**config.mk**
```make
export PLATFORM = sky130hd
export DESIGN_NAME = cal_cnt
export DESIGN_NICKNAME = d
export VERILOG_FILES = /design/src/rtl/cal_pkg.sv /design/src/rtl/cal_cnt_month_len.sv /design/src/rtl/cal_cnt.sv
export SDC_FILE = /design/constraint.sdc
export NUM_CORES = 1
export LEC_CHECK = 0
export BUFFER_PORTS_ARGS = -buffer_cell sky130_fd_sc_hd__buf_4
export CORE_MARGIN = 4
export CORE_UTILIZATION = 40
export DETAILED_ROUTE_END_ITERATION = 8
export PLACE_DENSITY = 0.58
export RECOVER_POWER = 50
export SETUP_SLACK_MARGIN = 0.05
export SYNTH_ARGS = -nofsm -noshare
export SYNTH_HDL_FRONTEND = slang
export SYNTH_SLANG_ARGS = --single-unit
```
**constraint.sdc**
```tcl
create_clock -name clk -period 4 [get_ports clk]
set_input_delay 0 -clock clk [delete_from_list [all_inputs] [get_ports clk]]
set_output_delay 0 -clock clk [all_outputs]
set_load 0.01 [all_outputs]
```
**src/rtl/cal_pkg.sv**
```systemverilog
// Shared constants and types for the calendar counter stage.
package cal_pkg;

  typedef enum logic [1:0] {
    POS_DATE  = 2'd0,
    POS_MONTH = 2'd1,
    POS_YEAR  = 2'd2,
    POS_DOW   = 2'd3
  } pos_e;

  localparam logic       MODE_CLOCK = 1'b0;
  localparam logic       MODE_SETUP = 1'b1;

  localparam logic [3:0] MONTH_FEB = 4'd2;
  localparam logic [3:0] MONTH_DEC = 4'd12;
  localparam logic [6:0] YEAR_MAX  = 7'd99;
  localparam logic [2:0] DOW_MAX   = 3'd6;

endpackage

```
**src/rtl/cal_cnt_month_len.sv**
```systemverilog
// Days in a month for years 2000-2099; every fourth year (year[1:0]==0) is leap.
module month_len
  import cal_pkg::*;
(
  input  logic [3:0] month,
  input  logic [6:0] year,
  output logic [4:0] days
);

  always_comb begin
    // NOTE: assigning a default before the case keeps every path driven, so no latch is inferred.
    days = 5'd31;
    case (month)
      4'd4, 4'd6, 4'd9, 4'd11: days = 5'd30;
      MONTH_FEB:               days = (year[1:0] == 2'b00) ? 5'd29 : 5'd28;
      default:                 days = 5'd31;
    endcase
  end

endmodule

```
**src/rtl/cal_cnt.sv**
```systemverilog
// Calendar counter: date/month/year/day-of-week driven by a daily tick,
// with per-field increments in setup mode.
module cal_cnt
  import cal_pkg::*;
#(
  parameter logic [2:0] START_DOW = 3'd6
) (
  input  logic       clk,
  input  logic       rst_n,
  input  logic       i_day_tick,
  input  logic       i_mode,
  input  logic [1:0] i_position,
  input  logic       i_inc,
  output logic [4:0] o_date,
  output logic [3:0] o_month,
  output logic [6:0] o_year,
  output logic [2:0] o_dow,
  output logic       o_max_hit_year
);

  logic [4:0] date_q, date_d;
  logic [3:0] month_q, month_d;
  logic [6:0] year_q, year_d;
  logic [2:0] dow_q, dow_d;
  logic       hit_q, hit_d;

  logic [3:0] month_inc;
  logic [6:0] year_inc;
  logic [2:0] dow_inc;
  logic [3:0] clamp_month;
  logic [6:0] clamp_year;
  logic [4:0] cur_len;
  logic [4:0] clamp_len;
  pos_e       pos;

  assign pos       = pos_e'(i_position);
  assign month_inc = (month_q == MONTH_DEC) ? 4'd1 : month_q + 4'd1;
  assign year_inc  = (year_q == YEAR_MAX)   ? 7'd0 : year_q + 7'd1;
  assign dow_inc   = (dow_q == DOW_MAX)     ? 3'd0 : dow_q + 3'd1;

  // Month/year as they will be after a setup increment, so the date clamp
  // sees the new month length in the same cycle.
  assign clamp_month = (pos == POS_MONTH) ? month_inc : month_q;
  assign clamp_year  = (pos == POS_YEAR)  ? year_inc  : year_q;

  month_len u_cur_len (
    .month (month_q),
    .year  (year_q),
    .days  (cur_len)
  );

  month_len u_clamp_len (
    .month (clamp_month),
    .year  (clamp_year),
    .days  (clamp_len)
  );

  always_comb begin
    date_d  = date_q;
    month_d = month_q;
    year_d  = year_q;
    dow_d   = dow_q;
    hit_d   = 1'b0;

    if (i_mode == MODE_CLOCK) begin
      if (i_day_tick) begin
        dow_d = dow_inc;
        if (date_q < cur_len) begin
          date_d = date_q + 5'd1;
        end else begin
          date_d = 5'd1;
          if (month_q < MONTH_DEC) begin
            month_d = month_q + 4'd1;
          end else begin
            month_d = 4'd1;
            year_d  = year_inc;
            hit_d   = (year_q == YEAR_MAX);
          end
        end
      end
    end else if (i_inc) begin
      case (pos)
        POS_DATE:  date_d = (date_q >= cur_len) ? 5'd1 : date_q + 5'd1;
        POS_MONTH: begin
          month_d = clamp_month;
          date_d  = (date_q > clamp_len) ? clamp_len : date_q;
        end
        POS_YEAR: begin
          year_d = clamp_year;
          date_d = (date_q > clamp_len) ? clamp_len : date_q;
        end
        POS_DOW:   dow_d = dow_inc;
        default:   dow_d = dow_q;
      endcase
    end
  end

  // NOTE: state registers use non-blocking assignments so every flop samples pre-edge values.
  always_ff @(posedge clk or negedge rst_n) begin
    if (!rst_n) begin
      date_q  <= 5'd1;
      month_q <= 4'd1;
      year_q  <= 7'd0;
      dow_q   <= START_DOW;
      hit_q   <= 1'b0;
    end else begin
      date_q  <= date_d;
      month_q <= month_d;
      year_q  <= year_d;
      dow_q   <= dow_d;
      hit_q   <= hit_d;
    end
  end

  assign o_date         = date_q;
  assign o_month        = month_q;
  assign o_year         = year_q;
  assign o_dow          = dow_q;
  assign o_max_hit_year = hit_q;

endmodule

```
# Word level (Yosys, flattened, before mapping)
# Cells that the tools add are included.
# word_totals
out_inout_bits	20
ff_bits	20
# op_classes
n_eq_ne	24
n_reduce_logical	11
n_mux	36
n_lt_le_gt_ge	4
n_addsub	4
# op_table
op	n
$mux 7	8
$mux 4	8
$mux 5	6
$pmux 5 s2	3
$eq 4x4->1 const B	5
$eq 4x3->1 const B	4
$mux 3	5
$eq 4x2->1 const B	2
$ne 2x1->1 const B	4
$reduce_and 4->1	2
$reduce_or 4->1	2
$add 7x1->7 const B	1
$eq 7x7->1 const B	1
$logic_not 2->1	3
$mux 1	6
$ne 3x2->1 const B	2
$add 5x1->5 const B	1
$ge 5x5->1	1
$gt 5x5->1	1
$lt 5x5->1	1
$reduce_and 5->1	1
$add 4x1->4 const B	1
$eq 2x2->1 const B	2
$lt 4x4->1 const B	1
7 further kinds	8

# Logic depth before layout (Yosys ltp)
# Gate-level depths: netlist (run 1).
# depth
depth_word	11
ltp_mapped	14
mapped_depth_nobuf	12

# Hierarchy
# Synthesis (run 1) repeated with hierarchy kept, for this count alone.
# unflattened
cells_unflattened	236
hier_area_um2	1928.1
# by_module_without_submodules
module	area_per_inst_um2	cells_each	n_inst
cal_cnt	1783.0	216	1
month_len	72.6	10	2

# Worst setup path after synthesis (run 1)
# OpenSTA, ideal clock, no wires.
# synth_timing
path_kind	reg2reg
from	reg month_q[0] (netlist: o_month[0])
to	reg date_q[2] (netlist: o_date[2])
path_slack_ps	981
t_arrival_ps	2898
n_path_buf	2
path_stages_with_launch	14
path_cell_list	dfstp_2 > clkbuf_1 > inv_1 > ha_1 > nand3_1 > a31oi_1 > o41ai_1 > a21boi_0 > ha_1 > a21oi_1 > a41o_1 > buf_2 > o21ai_1 > a22o_1
# synth_between
elab_chain_cells	9
elab_cells_between_ends	29
classes_between	add/sub (1); order compare (3); eq/ne (12); mux (10); reduce/logical (3)
# synth_lines
element	line	text
from (decl)	cal_cnt.sv:22	logic [3:0] month_q, month_d;
from (signal assigned)	cal_cnt.sv:108	month_q <= month_d;
$add 4x1->4 / $eq 4x4->1 (equally long branches)	cal_cnt.sv:37	assign month_inc = (month_q == MONTH_DEC) ? 4'd1 : month_q + 4'd1;
$mux 4	cal_cnt.sv:37	
$mux 4	cal_cnt.sv:43	assign clamp_month = (pos == POS_MONTH) ? month_inc : month_q;
$eq 4x3->1 / $eq 4x4->1 (equally long branches)	cal_cnt_month_len.sv:13	case (month)
$reduce_or 4->1	cal_cnt_month_len.sv:13	
$pmux 5 s2	cal_cnt_month_len.sv:13	
$gt 5x5->1	cal_cnt.sv:86, cal_cnt.sv:90	
$ne 3x2->1 (no source line)	-	
$reduce_and 4->1 (no source line)	-	
to (signal assigned)	cal_cnt.sv:107	date_q <= date_d;
to (decl)	cal_cnt.sv:21	logic [4:0] date_q, date_d;
# Several ways; a longest one is shown, not always the timed one. The select of a mux whose other input is x is not followed.
# A chain may end at the register's enable or synchronous reset.

# Final worst setup path (run 1)
# Ends and elaborated chain as after synthesis.

==> PnR_summary.wiki, run 1 <==
{| class="wikitable"
! Metric !! Value
|-
| Status || finished clean
|-
| Critical hold path startpoint || i_mode
|-
| Utilization after layout || 0.489
|-
| Top cell type by total area after synthesis || sky130_fd_sc_hd__dfrtp_1
|-
| Pre-CTS setup slack || 0.946 ns
|-
| Final worst path period share || 0.771
|-
| Cells on Worst Hold Path || 3
|-
| Reg-to-reg critical path startpoint || o_month[0]$_DFFE_PN1P_
|-
| Area of the placeable core || 3740 um2
|-
| Area share of the largest cell type after synthesis || 0.253
|-
| Top cells by area in the synthesized netlist || sky130_fd_sc_hd__dfrtp_1 (25%), sky130_fd_sc_hd__ha_1 (12%), sky130_fd_sc_hd__dfstp_2 (6.6%), sky130_fd_sc_hd__o21ai_0 (5.1%), sky130_fd_sc_hd__nand3_1 (4.1%)
|-
| Final net count || 231
|-
| Count of endpoints failing hold in the final timing report || 0
|-
| Critical path class || reg2reg
|-
| Overall power consumption || 1.21 mW
|-
| Area of all sequential standard cells || 505 um2
|-
| Number of global-route vias before repair || 1,400
|-
| Peak supply drop || 0.000267 V
|-
| CP endpoint kind || register
|-
| Final-report max-slew violation count || 0
|-
| Port bufs || 26
|-
| GPL Wtd Cong || 0.816
|-
| Routed len/inst || 14.5 um
|-
| Starting density of the core || 0.423
|-
| Top layer reached by signal wires || met4
|-
| Layout fillers || 384
|-
| Area of combinational cells with multiple inputs || 1000 um2
|-
| Share of synthesized registers carrying an async set or reset || 1.00
|-
| Netlist cell types || 50
|-
| Initial antenna violation count || 0
|-
| First-pass iteration count of the detailed router || 4
|-
| Data arrival time of the critical path || 3.25 ns
|-
| Leakage || 0.795 nW
|-
| Setup ws final || 0.915 ns
|-
| Nature of the critical path startpoint || register
|-
| Maximum clock skew at final layout || 0.0127 ns
|-
| Clock-pin transition on the worst setup and hold timing paths || 0.08 ns
|-
| Slew at the pin with the worst max-slew slack || 1.14 ns
|-
| Predominant post-synthesis flop cell || sky130_fd_sc_hd__dfrtp_1
|-
| Fmax || 324 MHz
|-
| Worst Setup SP || o_month[0]$_DFFE_PN1P_
|-
| Maximum root-to-sink buffer count || 2
|-
| EDFF count, synth || 0
|-
| Die Area || 5030 um2
|-
| Count of antenna diodes in the layout || 0
|-
| Total congestion overflow || 0
|-
| Worst slew margin || 0.238
|-
| Ratio of cells with drive above 1 in the final layout || 0.149
|-
| Cell area after synthesis || 1590 um2
|-
| Reg-to-reg slack, setup || 0.91 ns
|-
| Sequential-to-total area share from yosys stat || 0.319
|-
| End of the worst register-to-register path || o_date[2]$_DFFE_PN0P_
|-
| Synth-to-Final Area Change || 15.5%
|-
| Number of synthesis warnings || 0
|-
| Level count of the clock H-tree || 1
|-
| Detailed-route wire length on metal 1 || 1740 um
|-
| Inserted Clock Buffers || 3
|-
| Power density over the cells || 662 nW/um2
|-
| Vias || 1,451
|-
| Chip Height || 71.0 um
|-
| TritonCTS Sinks || 20
|-
| Hold path endpoint || o_date[0]$_DFFE_PN1P_
|-
| Count of standard-cell rows || 22
|-
| Final setup violation count || 0
|-
| Final HPWL DP || 2830 um
|-
| Area after DPL || 1810 um2
|-
| Largest net degree at the start of global routing || 21
|-
| Violation count after the first detailed-route iteration || 50
|-
| Wire length on met2 || 1770 um
|-
| Cell at the root of the clock tree || sky130_fd_sc_hd__clkbuf_8
|-
| Post-synthesis area per instance || 8.62 um2
|-
| CTS-repair resized insts || 0
|-
| Routed wl met3 || 170 um
|-
| Post-route DRC || 0
|-
| All-Layer GR Usage || 0.155
|-
| Number of storage elements in the synthesis netlist || 20
|-
| Post-CTS repair timing setup buffer count || 0
|-
| Design Area, Final || 1830 um2
|-
| Required time of the critical path || 4.16 ns
|-
| Worst Path Max Fanout || 13
|-
| Kind of path behind the tightest hold check || in2reg
|-
| RSZ-0062 raised after global routing || no
|-
| Clock tree from TritonCTS || done
|-
| MaxCap Viol Count || 0
|-
| Commonest cells in the synthesized netlist || sky130_fd_sc_hd__dfrtp_1 (16), sky130_fd_sc_hd__o21ai_0 (16), sky130_fd_sc_hd__ha_1 (15), sky130_fd_sc_hd__nand2_1 (15), sky130_fd_sc_hd__nand3_1 (13)
|-
| Final min period || 3.09 ns
|-
| Reg2reg path depth || 11
|-
| Source-to-sink clock delay at the later pin of the worst-skew pair || 0.26 ns
|-
| Total wirelength of the detailed-routed design || 3710 um
|-
| X dimension of the die || 71.0 um
|-
| Final ANT Viol Nets || 0
|-
| Post-Synthesis Cells || 184
|-
| TNS Setup || 0 ns
|-
| Number of nets produced by synthesis || 206
|-
| Global-route wire length before repair || 6490 um
|-
| Vias per inst || 5.67
|-
| I/O pins || 27
|}
[power by group]
| group | internal [mW] | switching (mW) |
|---|---|---|
| combinational | 0.294 | 0.331 |
| sequential | 0.290 | 0.139 |
| clock | 0.0877 | 0.0693 |
| total | 0.672 | 0.540 |
[per-layer routing]
metal / GRT usage / vias to the layer above
met4: 0.0334 / 0
li1: - / 728
met5: 0 / -
met3: 0.0369 / 4
met2: 0.260 / 36
met1: 0.203 / 683
[worst max-delay path: stages, from the launching register on]
cell and delay, ns:
sky130_fd_sc_hd__dfstp_2 0.65, sky130_fd_sc_hd__inv_1 0.11, sky130_fd_sc_hd__ha_1 0.27, sky130_fd_sc_hd__nand3_1 0.12, sky130_fd_sc_hd__a31oi_1 0.12, sky130_fd_sc_hd__o41ai_1 0.43
sky130_fd_sc_hd__a21boi_0 0.15, sky130_fd_sc_hd__ha_1 0.29, sky130_fd_sc_hd__a21oi_1 0.16, sky130_fd_sc_hd__a41o_1 0.35, sky130_fd_sc_hd__o21ai_1 0.11, sky130_fd_sc_hd__a22o_1 0.23
[per-stage QoR]
| stage | hold slack (ns) | std cells |
|---|---|---|
| CTS | 0.0460 | 256 |
| finish | 0.0477 | 256 |
| floorplan | -0.296 | 184 |
| detailed placement | -0.0966 | 251 |
| global route | 0.0529 | 256 |
| global placement | -0.104 | 251 |
[cell usage in the layout (no fill, tap or decap), types with 3 or more instances in the layout]
cell type | Yosys | routed
sky130_fd_sc_hd__clkbuf_1 | 3 | 11
sky130_fd_sc_hd__o22ai_1 | 4 | 4
sky130_fd_sc_hd__nand2_1 | 15 | 15
sky130_fd_sc_hd__buf_4 | 1 | 15
sky130_fd_sc_hd__o21ai_0 | 16 | 16
sky130_fd_sc_hd__clkbuf_8 | 0 | 4
sky130_fd_sc_hd__nor2b_1 | 5 | 5
sky130_fd_sc_hd__nand4_1 | 4 | 4
sky130_fd_sc_hd__nand3_1 | 13 | 13
sky130_fd_sc_hd__a21oi_1 | 7 | 7
sky130_fd_sc_hd__dfrtp_1 | 16 | 16
sky130_fd_sc_hd__inv_1 | 11 | 11
sky130_fd_sc_hd__ha_1 | 15 | 15
sky130_fd_sc_hd__and3_1 | 3 | 3
sky130_fd_sc_hd__o21ai_1 | 5 | 5
sky130_fd_sc_hd__a21o_1 | 3 | 3
sky130_fd_sc_hd__and2_1 | 3 | 3
sky130_fd_sc_hd__nor2_1 | 5 | 5
sky130_fd_sc_hd__a22o_1 | 4 | 4
sky130_fd_sc_hd__a31oi_1 | 5 | 5
sky130_fd_sc_hd__dfstp_2 | 4 | 4
sky130_fd_sc_hd__nand2b_1 | 5 | 5
[cell type report]
cell class	instances	share of cell area
Inverter	12	0.0246
Timing Repair Buffer	27	0.0895
Multi-Input combinational cell	145	0.547
Clock buffer	4	0.0301
Sequential cell	20	0.276
Tap cell	48	0.0328
[flip-flops by register name (all words and copies together) (netlist names)]
register	count
o_date	5
o_dow	3
o_max_hit_year	1
o_month	4
o_year	7
[cells by family (layout without fill, tap and decap cells)]
| family | count (synthesis) | count (layout) | synth area share |
|---|---|---|---|
| xor+xnor | 2 | 2 | 0.0111 |
| compound gates | 61 | 61 | 0.266 |
| buf+inv | 19 | 43 | 0.0497 |
| mux | 2 | 2 | 0.0134 |
| fa+ha+maj | 15 | 15 | 0.118 |
| flops | 20 | 20 | 0.319 |
| simple gates | 65 | 65 | 0.223 |
[worst max-delay path by stage]
stage	endpoint	slack, ns	depth (start not counted)
2_1_floorplan	o_date[2]$_DFFE_PN0P_	0.98	13
3_3_place_gp	o_date[2]$_DFFE_PN0P_	0.98	11
3_5_place_dp	o_date[2]$_DFFE_PN0P_	0.95	11
4_1_cts	o_date[2]$_DFFE_PN0P_	0.91	11
5_1_grt	o_date[2]$_DFFE_PN0P_	0.61	11
6_report	o_date[2]$_DFFE_PN0P_	0.91	11
[what timing repair did]
item / CTS / global route
setup endpoints to repair: 0 / 0
hold buffers: 1 / 0
endpoints found under the hold margin: 20 / 0
Power figures use the tool's default switching activity.
==> run 2: changes to the inputs <==
==> constraint.sdc (replaced) <==
create_clock -name clk -period 2.96 [get_ports clk]
set_input_delay 0 -clock clk [delete_from_list [all_inputs] [get_ports clk]]
set_output_delay 0 -clock clk [all_outputs]
set_load 0.01 [all_outputs]
==> PnR_summary.wiki, run 2 (synthesis results as in run 1) <==
{| class="wikitable"
! Metric !! Value
|-
| Final min period || 2.77 ns (was 3.09 ns)
|-
| Pre-CTS setup slack || 0.0156 ns (was 0.946 ns)
|-
| End of the worst register-to-register path || o_date[0]$_DFFE_PN1P_ (was o_date[2]$_DFFE_PN0P_)
|-
| Cells on Worst Hold Path || 3 (unchanged)
|-
| Layout fillers || 381 (was 384)
|-
| Maximum clock skew at final layout || 0.00382 ns (was 0.0127 ns)
|-
| Largest net degree at the start of global routing || 21 (unchanged)
|-
| Leakage || 0.823 nW (was 0.795 nW)
|-
| Data arrival time of the critical path || 2.96 ns (was 3.25 ns)
|-
| Critical path class || reg2reg (unchanged)
|-
| Total wirelength of the detailed-routed design || 3820 um (was 3710 um)
|-
| Final net count || 236 (was 231)
|-
| Final worst path period share || 0.936 (was 0.771)
|-
| Post-route DRC || 0 (unchanged)
|-
| Post-CTS repair timing setup buffer count || 0 (unchanged)
|-
| Count of antenna diodes in the layout || 0 (unchanged)
|-
| Chip Height || 71.0 um (unchanged)
|-
| Kind of path behind the tightest hold check || in2reg (unchanged)
|-
| Number of flip-flops under the largest register name || 7 (unchanged)
|-
| Level count of the clock H-tree || 1 (unchanged)
|-
| Inserted Clock Buffers || 3 (unchanged)
|-
| Reg-to-reg critical path startpoint || o_month[0]$_DFFE_PN1P_ (unchanged)
|-
| Final HPWL DP || 2910 um (was 2830 um)
|-
| Most frequent standard cell in the layout excluding fill and tap cells || sky130_fd_sc_hd__buf_4
|-
| CP dominant cell by count || sky130_fd_sc_hd__ha_1 (unchanged)
|-
| Source-to-sink clock delay at the later pin of the worst-skew pair || 0.26 ns (about the same)
|-
| Reg2reg path depth || 12 (was 11)
|-
| Initial antenna violation count || 0 (unchanged)
|-
| Fmax || 361 MHz (was 324 MHz)
|-
| Area of combinational cells with multiple inputs || 1010 um2 (was 1000 um2)
|-
| Power density over the cells || 900 nW/um2 (was 662 nW/um2)
|-
| TNS Setup || 0 ns (unchanged)
|-
| Worst slew margin || 0.226 (was 0.238)
|-
| Commonest cells after routing, fill and taps aside || sky130_fd_sc_hd__buf_4 (20), sky130_fd_sc_hd__o21ai_0 (16), sky130_fd_sc_hd__nand2_1 (15), sky130_fd_sc_hd__ha_1 (15), sky130_fd_sc_hd__dfrtp_1 (15) (was sky130_fd_sc_hd__o21ai_0 (16), sky130_fd_sc_hd__dfrtp_1 (16), sky130_fd_sc_hd__nand2_1 (15), sky130_fd_sc_hd__ha_1 (15), sky130_fd_sc_hd__buf_4 (15))
|-
| Cells along the critical path || inv_1 -> ha_1 -> buf_4 -> a21oi_1 -> o22ai_1 -> nor2b_1 -> and2_1 -> ha_1 -> a21o_1 -> a41o_2 -> o2111ai_1 -> o21ai_1 (was inv_1 -> ha_1 -> nand3_1 -> a31oi_1 -> o41ai_1 -> a21boi_0 -> ha_1 -> a21oi_1 -> a41o_1 -> o21ai_1 -> a22o_1)
|-
| Starting density of the core || 0.423 (unchanged)
|-
| Port bufs || 26 (unchanged)
|-
| TritonCTS Sinks || 20 (unchanged)
|-
| Clock-pin transition on the worst setup and hold timing paths || 0.08 ns (about the same)
|-
| Final-report max-slew violation count || 0 (unchanged)
|-
| CP top delay family || compound AO/OA/AOI/OAI gates (unchanged)
|-
| Critical hold path startpoint || i_mode (unchanged)
|-
| Setup ws final || 0.190 ns (was 0.915 ns)
|-
| First-pass iteration count of the detailed router || 4 (unchanged)
|-
| GPL Wtd Cong || 0.809 (was 0.816)
|-
| Die Area || 5030 um2 (unchanged)
|-
| I/O pins || 27 (unchanged)
|-
| Clock tree from TritonCTS || done (unchanged)
|-
| Nature of the critical path startpoint || register (unchanged)
|-
| Worst-path cell with the longest stage delay || sky130_fd_sc_hd__dfstp_2 (unchanged)
|-
| Violation count after the first detailed-route iteration || 53 (was 50)
|-
| Vias || 1,475 (was 1,451)
|-
| Vias per inst || 5.65 (was 5.67)
|-
| Slew at the pin with the worst max-slew slack || 1.16 ns (was 1.14 ns)
|-
| Hold path endpoint || o_date[0]$_DFFE_PN1P_ (unchanged)
|-
| All-Layer GR Usage || 0.159 (was 0.155)
|-
| Number of global-route vias before repair || 1,432 (was 1,400)
|-
| Ratio of cells with drive above 1 in the final layout || 0.188 (was 0.149)
|-
| Area of the placeable core || 3740 um2 (unchanged)
|-
| Routed len/inst || 14.6 um (was 14.5 um)
|-
| Cell at the root of the clock tree || sky130_fd_sc_hd__clkbuf_8 (unchanged)
|-
| Area of all sequential standard cells || 507 um2 (was 505 um2)
|-
| Worst stage delay on the critical path || 0.57 ns (was 0.65 ns)
|-
| Number of buffer and inverter stages on the critical path || 2 (was 1)
|-
| Count of standard-cell rows || 22 (unchanged)
|-
| Final setup violation count || 0 (unchanged)
|-
| X dimension of the die || 71.0 um (unchanged)
|-
| Count of endpoints failing hold in the final timing report || 0 (unchanged)
|-
| RSZ-0062 raised after global routing || no (unchanged)
|-
| Synth-to-Final Area Change || 18.8% (was 15.5%)
|-
| Reg-to-reg slack, setup || 0.19 ns (was 0.91 ns)
|-
| CP endpoint kind || register (unchanged)
|-
| Global-route wire length before repair || 6560 um (was 6490 um)
|-
| Maximum root-to-sink buffer count || 2 (unchanged)
|-
| Required time of the critical path || 3.15 ns (was 4.16 ns)
|-
| Status || finished clean (unchanged)
|-
| Worst Path Max Fanout || 8 (was 13)
|-
| Final ANT Viol Nets || 0 (unchanged)
|-
| MaxCap Viol Count || 0 (unchanged)
|-
| Peak supply drop || 0.000344 V (was 0.000267 V)
|-
| Total congestion overflow || 0 (unchanged)
|}
-- run 2: cell types whose count changed in the layout (fill, tap and decap cells not counted), sizes merged --
cell / before / now
buf: 15 / 20
-- run 2: worst register-to-register path: stages (launching register included) --
cell and delay (ns):
sky130_fd_sc_hd__dfstp_2 0.57, sky130_fd_sc_hd__inv_1 0.08, sky130_fd_sc_hd__ha_1 0.21, sky130_fd_sc_hd__buf_4 0.14, sky130_fd_sc_hd__a21oi_1 0.13, sky130_fd_sc_hd__o22ai_1 0.15, sky130_fd_sc_hd__nor2b_1 0.17, sky130_fd_sc_hd__and2_1 0.17
sky130_fd_sc_hd__ha_1 0.29, sky130_fd_sc_hd__a21o_1 0.16, sky130_fd_sc_hd__a41o_2 0.33, sky130_fd_sc_hd__o2111ai_1 0.20, sky130_fd_sc_hd__o21ai_1 0.08
-- run 2: final cells by class --
type,instances,area share
Tap cell,48,0.0319
Timing Repair Buffer,32,0.107
Inverter,12,0.0239
Clock buffer,4,0.0292
Sequential cell,20,0.269
Multi-Input combinational cell,145,0.539
-- run 2: worst max-delay path by stage --
stage,slack (ns),from,cells after the start,end
floorplan,0.05,o_month[0]$_DFFE_PN1P_,13,o_date[2]$_DFFE_PN0P_
global placement,0.08,o_month[1]$_DFFE_PN0P_,11,o_date[2]$_DFFE_PN0P_
detailed placement,0.02,o_month[0]$_DFFE_PN1P_,11,o_date[2]$_DFFE_PN0P_
CTS,0.08,o_month[0]$_DFFE_PN1P_,11,o_date[2]$_DFFE_PN0P_
global route,0.03,o_year[1]$_DFFE_PN0P_,10,o_date[2]$_DFFE_PN0P_
finish,0.19,o_month[0]$_DFFE_PN1P_,12,o_date[0]$_DFFE_PN1P_
-- run 2: metal layers --
layer / share of wire / track usage / vias up
met3: 0.041 / 0.0313 / 7
li1: - / - / 743
met4: 0.019 / 0.0605 / 0
met1: 0.49 / 0.215 / 692
met5: 0 / 0 / -
met2: 0.45 / 0.251 / 33
-- run 2: per-stage QoR --
step | std cells | total power [mW] | hold slack [ns] | instance area (um2) | utilization
detailed placement | 256 | 1.50 | -0.0981 | 1840 | 0.493
floorplan | 184 | 1.15 | -0.296 | 1590 | -
global placement | 256 | 1.48 | -0.107 | 1840 | 0.493
CTS | 261 | 1.73 | 0.0477 | 1910 | 0.510
global route | 261 | 1.85 | 0.0725 | 1880 | 0.503
finish | 261 | 1.69 | 0.0577 | 1880 | 0.503
-- run 2: where the power goes --
part           switching (mW)  internal [mW]
sequential              0.145          0.394
combinational           0.511          0.434
clock                  0.0929          0.119
-- run 2: repair_timing --
action / CTS / global route
hold endpoints to repair: 20 / 0
hold buffers: 1 / 0
gates resized for setup: 1 / 3
pin swaps: 0 / 2
setup endpoints to repair: 1 / 4
==> run 3: changes to the inputs <==
--- a/config.mk
+++ b/config.mk
@@ -7,9 +7,9 @@
 export LEC_CHECK = 0
 export BUFFER_PORTS_ARGS = -buffer_cell sky130_fd_sc_hd__buf_4
 export CORE_MARGIN = 4
-export CORE_UTILIZATION = 40
+export CORE_UTILIZATION = 50
 export DETAILED_ROUTE_END_ITERATION = 8
-export PLACE_DENSITY = 0.58
+export PLACE_DENSITY = 0.7
 export RECOVER_POWER = 50
 export SETUP_SLACK_MARGIN = 0.05
 export SYNTH_ARGS = -nofsm -noshare
==> PnR_summary.wiki, run 3 (synthesis results as in run 1) <==
{| class="wikitable"
! Metric !! Value
|-
| Status || finished with violations (was finished clean)
|-
| Violated checks || hold timing
|-
| Busiest grt layer || met2 (unchanged)
|-
| Synth-to-Final Area Change || 18.9% (was 18.8%)
|-
| Initial antenna violation count || 0 (unchanged)
|-
| Source-to-sink clock delay at the later pin of the worst-skew pair || 0.31 ns (was 0.26 ns)
|-
| Largest net degree at the start of global routing || 21 (unchanged)
|-
| Total wirelength of the detailed-routed design || 3740 um (was 3820 um)
|-
| Area of combinational cells with multiple inputs || 1020 um2 (was 1010 um2)
|-
| Number of global-route vias before repair || 1,455 (was 1,432)
|-
| X dimension of the die || 64.3 um (was 71.0 um)
|-
| Worst Path Max Fanout || 8 (unchanged)
|-
| Peak supply drop || 0.000593 V (was 0.000344 V)
|-
| Routed len/inst || 14.6 um (about the same)
|-
| Chip Height || 64.3 um (was 71.0 um)
|-
| Final-report max-slew violation count || 0 (unchanged)
|-
| Maximum root-to-sink buffer count || 2 (unchanged)
|-
| Final worst path period share || 0.914 (was 0.936)
|-
| Required time of the critical path || 3.18 ns (was 3.15 ns)
|-
| Data arrival time of the critical path || 2.93 ns (was 2.96 ns)
|-
| Area of the placeable core || 3050 um2 (was 3740 um2)
|-
| Commonest cells after routing, fill and taps aside || sky130_fd_sc_hd__buf_4 (21), sky130_fd_sc_hd__o21ai_0 (16), sky130_fd_sc_hd__nand2_1 (15), sky130_fd_sc_hd__dfrtp_1 (15), sky130_fd_sc_hd__ha_1 (14) (was sky130_fd_sc_hd__buf_4 (20), sky130_fd_sc_hd__o21ai_0 (16), sky130_fd_sc_hd__nand2_1 (15), sky130_fd_sc_hd__ha_1 (15), sky130_fd_sc_hd__dfrtp_1 (15))
|-
| Post-CTS repair timing setup buffer count || 0 (unchanged)
|-
| Post-route DRC || 0 (unchanged)
|-
| Vias per inst || 5.80 (was 5.65)
|-
| Final HPWL DP || 2820 um (was 2910 um)
|-
| Nature of the critical path startpoint || register (unchanged)
|-
| Worst slew margin || 0.303 (was 0.226)
|-
| Count of endpoints failing hold in the final timing report || 1 (was 0)
|-
| Worst-path cell with the longest stage delay || sky130_fd_sc_hd__dfstp_2 (unchanged)
|-
| First-pass iteration count of the detailed router || 4 (unchanged)
|-
| MaxCap Viol Count || 0 (unchanged)
|-
| GR Layer Usage met1 || 0.262 (was 0.215)
|-
| Maximum clock skew at final layout || 0.00360 ns (was 0.00382 ns)
|-
| Final setup violation count || 0 (unchanged)
|-
| Area after DPL || 1830 um2 (was 1840 um2)
|-
| Fmax || 369 MHz (was 361 MHz)
|-
| CP dominant cell by count || sky130_fd_sc_hd__ha_1 (unchanged)
|-
| Die Area || 4140 um2 (was 5030 um2)
|-
| Global Route met3 Usage || 0.0246 (was 0.0313)
|-
| Clock-pin transition on the worst setup and hold timing paths || 0.13 ns (was 0.08 ns)
|-
| Starting density of the core || 0.519 (was 0.423)
|-
| Vias || 1,484 (was 1,475)
|-
| CP endpoint kind || register (unchanged)
|-
| Final ANT Viol Nets || 0 (unchanged)
|-
| All-Layer GR Usage || 0.191 (was 0.159)
|-
| Cells along the critical path || inv_1 -> ha_1 -> nand3_1 -> a31oi_1 -> o41ai_2 -> a21boi_0 -> ha_1 -> a21oi_1 -> a41o_2 -> o21ai_1 -> a22o_1 (was inv_1 -> ha_1 -> buf_4 -> a21oi_1 -> o22ai_1 -> nor2b_1 -> and2_1 -> ha_1 -> a21o_1 -> a41o_2 -> o2111ai_1 -> o21ai_1)
|-
| Final net count || 235 (was 236)
|-
| Met2 GRT Util || 0.316 (was 0.251)
|-
| GPL Wtd Cong || 0.821 (was 0.809)
|-
| Most frequent standard cell in the layout excluding fill and tap cells || sky130_fd_sc_hd__buf_4 (unchanged)
|-
| Worst stage delay on the critical path || 0.57 ns (about the same)
|-
| Count of antenna diodes in the layout || 0 (unchanged)
|-
| Leakage || 0.822 nW (was 0.823 nW)
|-
| RSZ-0062 raised after global routing || no (unchanged)
|-
| Port bufs || 26 (unchanged)
|-
| Total congestion overflow || 0 (unchanged)
|-
| Level count of the clock H-tree || 1 (unchanged)
|-
| I/O pins || 27 (unchanged)
|-
| Number of flip-flops under the largest register name || 7 (unchanged)
|-
| Overall power consumption || 1.72 mW (was 1.69 mW)
|-
| TritonCTS Sinks || 20 (unchanged)
|-
| Layout fillers || 300 (was 381)
|-
| Area of all sequential standard cells || 507 um2 (unchanged)
|-
| TNS Setup || 0 ns (unchanged)
|-
| Kind of path behind the tightest hold check || in2reg (unchanged)
|-
| Design Area, Final || 1880 um2 (about the same)
|-
| Count of standard-cell rows || 20 (was 22)
|-
| Power density over the cells || 914 nW/um2 (was 900 nW/um2)
|-
| Slew at the pin with the worst max-slew slack || 1.05 ns (was 1.16 ns)
|-
| Critical path class || reg2reg (unchanged)
|-
| Final min period || 2.71 ns (was 2.77 ns)
|-
| Inserted Clock Buffers || 3 (unchanged)
|-
| Cell at the root of the clock tree || sky130_fd_sc_hd__clkbuf_4 (was sky130_fd_sc_hd__clkbuf_8)
|-
| Ratio of cells with drive above 1 in the final layout || 0.193 (was 0.188)
|-
| Final-layout worst hold slack || -0.00103 ns (was 0.0577 ns)
|-
| Violation count after the first detailed-route iteration || 95 (was 53)
|-
| Global-route wire length before repair || 6450 um (was 6560 um)
|-
| Clock tree from TritonCTS || done (unchanged)
|}
-- run 3: cell types whose count changed in the layout (fill, tap and decap cells not counted), moves of 2 or more --
cell,before,now
sky130_fd_sc_hd__clkbuf_1,11,9
sky130_fd_sc_hd__dfstp_2,4,2
sky130_fd_sc_hd__clkbuf_4,0,3
sky130_fd_sc_hd__clkbuf_8,4,0
sky130_fd_sc_hd__dfstp_1,0,2
-- run 3: timing repair --
| action | 4_1_cts | 5_1_grt |
|---|---|---|
| resized for setup | 2 | 4 |
| setup endpoints to repair | 3 | 4 |
| hold buffers | 1 | 0 |
| hold endpoints to repair | 20 | 0 |
| pin swaps | 0 | 2 |
-- run 3: path summary, 6_finish.rpt --
kind	startpoint	end	slack [ns]	cells after the start
worst min register to register	o_year[4]$_DFFE_PN0P_	o_year[4]$_DFFE_PN0P_	0.54	1
worst min-delay path	i_mode	o_date[0]$_DFFE_PN1P_	-0.001	3
worst max-delay path	o_month[0]$_DFFE_PN1P_	o_date[2]$_DFFE_PN0P_	0.25	11
min in group asynchronous	rst_n	o_date[1]$_DFFE_PN0P_	0.37	2
worst max register to register	o_month[0]$_DFFE_PN1P_	o_date[2]$_DFFE_PN0P_	0.25	11
max in group asynchronous	rst_n	o_month[1]$_DFFE_PN0P_	1.89	2
-- run 3: critical path, delay by kind of cell, from the launching register on --
family,cells,cell delay [ns]
compound gates,7,1.30
fa+ha+maj,2,0.55
buf+inv,1,0.07
flops,1,0.57
simple gates,1,0.12
-- run 3: final cells by class --
cell class	count	area share
clock buffer	3	0.0120
timing repair buffer	31	0.107
inverter	12	0.0239
multi-input combinational	145	0.543
tap	44	0.0292
sequential	20	0.269
clock inverter	1	0.0159
-- run 3: per-layer routing --
layer  part of all wire  vias to the layer above
met4              0.015                        0
met3              0.054                        8
met2               0.47                       43
met5                  0                        -
met1               0.46                      692
li1                   -                      741
-- run 3: per-stage QoR --
| stage | cells | setup WS [ns] | utilization | hold slack (ns) |
|---|---|---|---|---|
| 2_1_floorplan | 184 | 0.0546 | - | -0.296 |
| 3_3_place_gp | 251 | 0.117 | 0.600 | -0.108 |
| 4_1_cts | 256 | 0.118 | 0.623 | 0.00697 |
| 5_1_grt | 256 | 0.0730 | 0.617 | 0.0289 |
| 3_5_place_dp | 251 | 0.0185 | 0.600 | -0.102 |
| 6_report | 256 | 0.253 | 0.617 | -0.00103 |
-- run 3: where the power goes --
group	leakage, nW	switching [mW]	internal (mW)
Sequential	0.244	0.148	0.389
Clock	0.0279	0.0958	0.137
Combinational	0.551	0.512	0.441
